$ cat src/rtl/relu_maxpool_stream.sv
// relu_maxpool_stream: streaming ReLU + 2x2/stride-2 max-pool over
// conv-output feature maps arriving in raster order, map after map.
//
// Ports:
//   clk, rst                 clock, async active-high reset
//   in_valid/in_ready/in_data   upstream pixel stream (valid/ready)
//   out_valid/out_ready/out_data/out_last
//                            pooled pixel stream; out_last marks the final
//                            pooled pixel of a frame
// in_ready is combinational: !out_valid || out_ready.
module relu_maxpool_stream #(
  parameter int unsigned NUM_FILTERS = 16,
  parameter int unsigned MAP_SIZE    = 11,
  parameter int unsigned DATA_WIDTH  = 32
) (
  input  logic                  clk,
  input  logic                  rst,
  input  logic                  in_valid,
  output logic                  in_ready,
  input  logic [DATA_WIDTH-1:0] in_data,
  output logic                  out_valid,
  input  logic                  out_ready,
  output logic [DATA_WIDTH-1:0] out_data,
  output logic                  out_last
);

  localparam int unsigned P         = MAP_SIZE / 2;
  localparam int unsigned CW        = $clog2(MAP_SIZE);
  localparam int unsigned MW        = (NUM_FILTERS > 1) ? $clog2(NUM_FILTERS) : 1;
  localparam int unsigned IW        = (P > 1) ? $clog2(P) : 1;
  localparam bit          HAS_TRAIL = (MAP_SIZE % 2) == 1;

  localparam logic [CW-1:0] COL_MAX   = CW'(MAP_SIZE - 1);
  localparam logic [CW-1:0] LAST_POOL = CW'(2 * P - 1);
  localparam logic [MW-1:0] MAP_MAX   = MW'(NUM_FILTERS - 1);

  logic [CW-1:0]         col;
  logic [CW-1:0]         row;
  logic [MW-1:0]         map;
  logic [DATA_WIDTH-1:0] pair;
  logic [DATA_WIDTH-1:0] linebuf [P];

  logic          xfer_c;
  logic          in_pool_c;
  logic          is_last_c;
  logic [IW-1:0] lb_idx_c;

  function automatic logic [DATA_WIDTH-1:0] smax(input logic [DATA_WIDTH-1:0] a,
                                                 input logic [DATA_WIDTH-1:0] b);
    return ($signed(a) > $signed(b)) ? a : b;
  endfunction

  function automatic logic [DATA_WIDTH-1:0] relu(input logic [DATA_WIDTH-1:0] a);
    return a[DATA_WIDTH-1] ? '0 : a;
  endfunction

  assign in_ready = !out_valid || out_ready;

  // Decode of the current pixel position within the map.
  always_comb begin
    xfer_c    = in_valid && in_ready;
    // Odd map sizes carry one trailing row and column that fall outside every window.
    in_pool_c = !HAS_TRAIL || ((col != COL_MAX) && (row != COL_MAX));
    is_last_c = (map == MAP_MAX) && (row == LAST_POOL) && (col == LAST_POOL);
    lb_idx_c  = IW'(col >> 1);
  end

  // Line buffer keeps the top-row pair maxima; always written before it is read.
  always_ff @(posedge clk) begin
    if (xfer_c && in_pool_c && !row[0] && col[0]) begin
      linebuf[lb_idx_c] <= smax(pair, in_data);
    end
  end

  // Position counters, pair register and the single-entry output register.
  always_ff @(posedge clk or posedge rst) begin
    if (rst) begin
      col       <= '0;
      row       <= '0;
      map       <= '0;
      pair      <= '0;
      out_valid <= 1'b0;
      out_data  <= '0;
      out_last  <= 1'b0;
    end else begin
      if (out_valid && out_ready) begin
        out_valid <= 1'b0;
      end
      if (xfer_c) begin
        if (col == COL_MAX) begin
          col <= '0;
          if (row == COL_MAX) begin
            row <= '0;
            map <= (map == MAP_MAX) ? '0 : map + MW'(1);
          end else begin
            row <= row + CW'(1);
          end
        end else begin
          col <= col + CW'(1);
        end

        if (in_pool_c) begin
          case ({row[0], col[0]})
            2'b00: pair <= in_data;
            2'b10: pair <= smax(linebuf[lb_idx_c], in_data);
            2'b11: begin
              // Window complete; overrides the drain above so there is no bubble.
              out_data  <= relu(smax(pair, in_data));
              out_last  <= is_last_c;
              out_valid <= 1'b1;
            end
            default: ;
          endcase
        end
      end
    end
  end

endmodule

$ cat config.mk
export PLATFORM = sky130hd
export DESIGN_NAME = relu_maxpool_stream
export DESIGN_NICKNAME = d
export VERILOG_FILES = /design/src/rtl/relu_maxpool_stream.sv
export SDC_FILE = /design/constraint.sdc
export NUM_CORES = 1
export LEC_CHECK = 0
export ABC_AREA = 1
export CORE_MARGIN = 1.5
export CORE_UTILIZATION = 65
export DETAILED_ROUTE_END_ITERATION = 10
export DONT_BUFFER_PORTS = 1
export PLACE_DENSITY = 0.81
export SETUP_SLACK_MARGIN = 0.3
export SLEW_MARGIN = 30
export SYNTH_ARGS = -nofsm -noshare
export SYNTH_HDL_FRONTEND = slang
export SYNTH_SLANG_ARGS = --single-unit
$ cat constraint.sdc
create_clock -name clk -period 9.2 [get_ports clk]
set_clock_uncertainty 0.2 [all_clocks]
set_input_delay 1.84 -clock clk [delete_from_list [all_inputs] [get_ports clk]]
set_output_delay 1.84 -clock clk [all_outputs]
set_load 0.005 [all_outputs]
==> results of run 1 <==
[cell usage after synthesis, types with 2 or more instances]
cell        n  area, µm²
a211oi_1    9      67.56
a21o_1      2      15.01
a21oi_1    33      165.2
a22o_1     26      227.7
buf_1       3      11.26
buf_2      12      60.06
buf_4       5      37.54
buf_6       6      67.56
clkbuf_1   29      108.9
dfrtp_1    77       1927
edfxtp_1  160       4805
ha_1       65      813.3
inv_1     181      679.4
inv_2       4      15.01
nand2_1   376       1411
nand2_2     2      12.51
nand3_1    79      395.4
nand4_1    70      437.9
nor2_1     56      210.2
nor2_4      2      22.52
nor3_1      7      35.03
nor3_2      3      30.03
nor4_1     26      162.7
o21a_1      3      22.52
o21ai_0    13      65.06
xor2_1      2      17.52
[kinds of logic (layout without fill, tap and decap cells)]
kind of cell	count (synthesis)	after routing	synth area share
other cells	1	1	0.0003147
simple gates	627	627	0.2339
compound gates	88	88	0.04819
xor+xnor	3	3	0.002205
fa+ha+maj	65	65	0.06825
flops	237	237	0.5649
buf+inv	240	247	0.08221
[final timing paths]
path / cells past startpoint / startpoint / slack, ps / to
min reg2reg: 1 / map[3] / 270 / map[3]
max in group asynchronous: 2 / rst / 7060 / pair[28]
max: 21 / col[3] / 3890 / pair[1]
max reg2reg: 21 / col[3] / 3890 / pair[1]
min: 1 / map[3] / 270 / map[3]
min in group asynchronous: 2 / rst / 1170 / out_data[25]
[cell type report]
cell class,instances,area [µm²]
tap,229,286.5
timing repair buffer,17,206.4
clock inverter,9,80.08
sequential,237,6731
clock buffer,36,716.9
multi-input combinational,784,4253
fill,1306,4994
inverter,185,695.7
[state kept, by name (all words and copies together) (netlist names)]
name and cells:
out_valid 1, pair 32, linebuf 160, out_data 31
out_last 1, map 4, col 4, row 4
[report_power, final]
part	switching, mW	internal [mW]
Sequential	0.147	1.53
Clock	0.403	0.569
Combinational	1.39	0.531
[per-stage QoR]
step / setup WS [ps] / cell area [µm²] / util / hold slack [ps]
floorplan: 3809 / 11920 / - / 222.9
global placement: 3579 / 12050 / 0.6707 / 238.5
detailed placement: 3958 / 12140 / 0.6758 / 251.8
CTS: 4014 / 12940 / 0.7201 / 263.2
global route: 3542 / 12970 / 0.7220 / 287.5
finish: 3892 / 12970 / 0.7220 / 268.7
[worst register-to-register path, delay by kind of cell (launching register included)]
family | cells | cell delay, ps
simple gates | 14 | 2410
buf+inv | 5 | 1140
flops | 1 | 590
compound gates | 1 | 520
fa+ha+maj | 1 | 320
[per-layer routing]
layer | GRT usage | part of all wire | up-vias
li1 | - | - | 4205
met1 | 0.4581 | 0.43 | 4212
met2 | 0.4496 | 0.44 | 464
met3 | 0.05404 | 0.10 | 69
met4 | 0.1047 | 0.030 | 0
met5 | 0 | 0 | -
[layout by cell type, fill, tap and decap left out, types with 3 or more instances in the layout]
master      Yosys  routed
o21ai_0        13      13
inv_2           4       6
clkbuf_8        0       5
a21oi_1        33      32
a22o_1         26      26
clkinv_2        0       5
nand2_1       376     375
clkbuf_1       29       6
buf_4           5      11
buf_16          0       3
edfxtp_1      160     160
clkbuf_16       0      25
nor4_1         26      26
dfrtp_1        77      77
nand2_2         2       3
nand4_1        70      70
nor3_2          3       3
nor2_1         56      52
nand3_1        79      79
inv_1         181     178
clkinvlp_4      0       4
o21a_1          3       3
nor3_1          7       6
ha_1           65      65
a211oi_1        9       9
nor2_4          2       6
==> results_dict.tcl, run 1 <==
set metrics [dict create \
    status "finished, final reports clean" \
    cp_max_fo 33 \
    power.density_nw_per_um2 352.3 \
    path_buf_inv 5 \
    ys.flop_type "edfxtp_1" \
    relSlewSlack 0.4741 \
    cp_common_cell "nand2_1" \
    grt.overflow.total 0 \
    clk_latency_ps 520 \
    worstMarginPinSlew_ps 781.7 \
    end_kind "flop" \
    cts_made_buffers 25 \
    fmax_ghz 0.1884 \
    min_period_ps 5308 \
    fp.dieH_um 138.4 \
    die_x_um 138.4 \
    cts_setup_buffers 0 \
    async_reset_ff_frac 0.3249 \
    ant_nets 0 \
    synth_warnings 0 \
    syn_nets 1362 \
    ctsHtreeMaxLevel 1 \
    period_share 0.5769 \
    drc 0 \
    ys_seq_elements 237 \
    cts_tree "done" \
    synthDistinctLibCells 36 \
    via_per_inst 5.979 \
    syn_inst 1261 \
    antenna_found_initial 0 \
    setup_tns_ps 0 \
    cts_buffer_depth 3 \
    drt-total-wl_um 28850 \
    grt_max_degree 78 \
    io_pins 71 \
    finalSetupViolCount 0 \
    place_hpwl_um 18930 \
    grtUsageTotal 0.3038 \
    num_vias 8950 \
    rsz0062_at_grt "no" \
    hold_class "flop to flop" \
    io_buffers 0 \
    synth_enable_flop_cells 160 \
    cts_sinks 237 \
    drt_iter0_markers 924 \
    grt_pass1_vias 8458 \
    max_stage_delay_ps 590 \
    worst_ep_required_time_ps 9400 \
    row_count 49 \
    final_max_slew_viol_count 0 \
    seq_area_frac_synth 0.5649 \
    place_congestion 0.9619 \
    hold_viol 0 \
    clkTransAtPathRegs_ps 60 \
    ctsRootBufferMaster "clkbuf_16" \
    total_power_mw 4.569 \
    maxCapViolations 0 \
    fp.dieArea_um2 19150 \
    crit_type "flop to flop" \
    cpLargestDelayFamily "simple AND/OR/NAND/NOR gates" \
    cts_hold_buf 0 \
    syn_avg_cell_area_um2 9.450 \
    final_cells 1497 \
    synth_area_um2 11920 \
    drtPass1Iterations 5 \
    path_cells "inv_2 > nand3_1 > inv_1 > buf_4 > nand2_1 > nand3_1 > a211oi_1 > inv_1 > ha_1 > nand2_1 > nor2_1 > nand2_1 > nor4_2 > nand2_1 > nand2_1 > nand2_2 > nand3_1 > buf_4 > nand2_1 > nand3_1 > nand2_1" \
    diodes 0 \
    ir_drop_mv 0.2759 \
    crit_slowest_cell "dfrtp_1" \
    coreArea_um2 17960 \
    worst_ep_arrival_time_ps 5510 \
    start_util 0.6634 \
    grt_pass1_wl_um 45530 \
    fin_nets 1351 \
    area_growth_pct 8.840 \
    post_route_cells_drive_above_1_share 0.06467 \
    dp.cells 1451 \
    wl_per_cell_um 19.27 \
    p_leak_nw 6.320 \
    start_kind "flop" \
    cts_resized 0 \
]
(Power assumes the default switching activity.)
==> inputs of run 2 (changes only) <==
--- a/config.mk
+++ b/config.mk
@@ -7,10 +7,10 @@
 export LEC_CHECK = 0
 export ABC_AREA = 1
 export CORE_MARGIN = 1.5
-export CORE_UTILIZATION = 65
+export CORE_UTILIZATION = 58
 export DETAILED_ROUTE_END_ITERATION = 10
 export DONT_BUFFER_PORTS = 1
-export PLACE_DENSITY = 0.81
+export PLACE_DENSITY = 0.76
 export SETUP_SLACK_MARGIN = 0.3
 export SLEW_MARGIN = 30
 export SYNTH_ARGS = -nofsm -noshare
==> constraint.sdc (replaced) <==
create_clock -name clk -period 4.5 [get_ports clk]
set_clock_uncertainty 0.2 [all_clocks]
set_input_delay 0.9 -clock clk [delete_from_list [all_inputs] [get_ports clk]]
set_output_delay 0.9 -clock clk [all_outputs]
set_load 0.005 [all_outputs]
==> run 2 against run 1 <==
Sequential share of layout area is 1.7 points lower. Clock power up 140%. Combinational power increased by 120%.
==> results_dict.tcl, run 2 (synthesized netlist as in run 1, its figures left out) <==
set metrics [dict create \
    hold_class "input pin to asynchronous set/reset pin" \
    io_buffers 0 \
    fp.dieArea_um2 21410 \
    antenna_found_initial 0 \
    diodes 0 \
    num_vias 9167 \
    m1WireLength_um 12530 \
    finalWorstSetupSlack_ps 531.3 \
    worst_ep_required_time_ps 4710 \
    finalSetupViolCount 0 \
    via_per_inst 5.899 \
    final_max_slew_viol_count 0 \
    place_ws_ps 211.8 \
    grtUsageTotal 0.2958 \
    grt_pass1_wl_um 49200 \
    place_congestion 0.8880 \
    layout.area.seq_um2 6734 \
    crit_start "col[1]" \
    wl_met2_um 14710 \
    nFillCells 1521 \
    multi_input_area_um2 4400 \
    ctsHtreeMaxLevel 1 \
    crit_type "flop to flop" \
    drtPass1Iterations 7 \
    clk_latency_ps 520 \
    relSlewSlack 0.4418 \
    drt-total-wl_um 31300 \
    layout_commonest_cell "nand2_1" \
    maxCapViolations 0 \
    cts_sinks 237 \
    drc 0 \
    fin_nets 1367 \
    row_count 52 \
    period_share 0.8819 \
    final_cell_mix "376 x nand2_1, 179 x inv_1, 160 x edfxtp_1" \
    cp_max_fo 14 \
    rsz0062_at_grt "no" \
    io_pins 71 \
    min_period_ps 3969 \
    hold_viol 0 \
    clkTransAtPathRegs_ps 60 \
    wl_per_cell_um 20.14 \
    end_kind "flop" \
    fmax_ghz 0.2520 \
    grt_max_degree 56 \
    wl_met3_um 3160 \
    status "finished, final reports clean" \
    worst_ep_arrival_time_ps 4170 \
    area_growth_pct 12.62 \
    post_route_cells_drive_above_1_share 0.09112 \
    die_x_um 146.3 \
    ctsRootBufferMaster "clkbuf_16" \
    largest_reg_flops 160 \
    largest-register "linebuf" \
    start_util 0.5908 \
    coreArea_um2 20170 \
    setup_tns_ps 0 \
    fp.dieH_um 146.3 \
    grt_pass1_vias 9264 \
    cts_made_buffers 25 \
    power.density_nw_per_um2 739.0 \
    place_hpwl_um 19460 \
    cts_tree "done" \
    r2r_start "col[1]" \
    worstMarginPinSlew_ps 836.3 \
    hold_ws_ps 103.2 \
    drt_iter0_markers 862 \
    reg_top3 "linebuf (160), pair (32), out_data (31)" \
    start_kind "flop" \
    place_area_um2 12290 \
    total_power_mw 9.918 \
    ant_nets 0 \
    cts_buffer_depth 3 \
    p_leak_nw 6.499 \
    grt.overflow.total 0 \
    ir_drop_mv 0.4864 \
    top_layer "met4" \
    stdcell_area_um2 13420 \
]
run 2: changes by cell type in the layout (fill, tap and decap cells not counted), moves of 6 or more:
cell	delta
nor4_1	-16
clkinv_4	+6
nor4_2	+11
buf_4	+15
bufinv_16	+6
run 2: worst max-delay path, cell delays in order (launching register included):
cell	delay, ps
dfrtp_2	440
inv_2	160
nor3_4	110
inv_4	200
buf_4	210
nor2_1	50
nor4_1	420
inv_1	100
ha_1	320
nand2_1	70
nor2_1	170
nand2_1	140
nor4_4	260
nand2_1	120
nand3_1	100
buf_4	190
buf_4	250
nand4_1	130
nand3_1	130
nand2_1	60
run 2: timing repair:
action                                  CTS  global route
buffers inserted                          2             0
pin swaps                                 0             0
endpoints found under the hold margin     0             0
gates resized for setup                   1            30
endpoints found under the setup margin   24            32
hold buffers                              0             0
run 2: layout make-up:
type	count	area share
Tap cell	270	0.02517
Multi-Input combinational cell	784	0.3279
Clock inverter	19	0.02238
Clock buffer	26	0.04690
Timing Repair Buffer	33	0.02331
Inverter	185	0.05258
Sequential cell	237	0.5018
run 2: final timing paths:
check,end,slack (ps),depth (start not counted)
min,out_last,100,1
min in group clk,map[3],260,1
max in group asynchronous,pair[16],3210,2
max,pair[15],530,19
max reg2reg,pair[15],530,19
min reg2reg,map[3],260,1
run 2: report_power, final:
group	switching [mW]	internal [mW]	total, mW
clock	0.899	1.43	2.33
combinational	2.91	1.25	4.15
sequential	0.311	3.12	3.43
total	4.12	5.80	9.92
run 2: layer usage:
| layer | vias to the layer above | global-route usage |
|---|---|---|
| met5 | - | 0 |
| met4 | 0 | 0.1091 |
| met3 | 83 | 0.05531 |
| met2 | 452 | 0.4744 |
| met1 | 4392 | 0.4048 |
| li1 | 4240 | - |
run 2: stage by stage:
step                  util  cells
floorplan                -   1261
global placement    0.6091   1507
detailed placement  0.6093   1507
CTS                 0.6569   1554
global route        0.6654   1554
finish              0.6654   1554
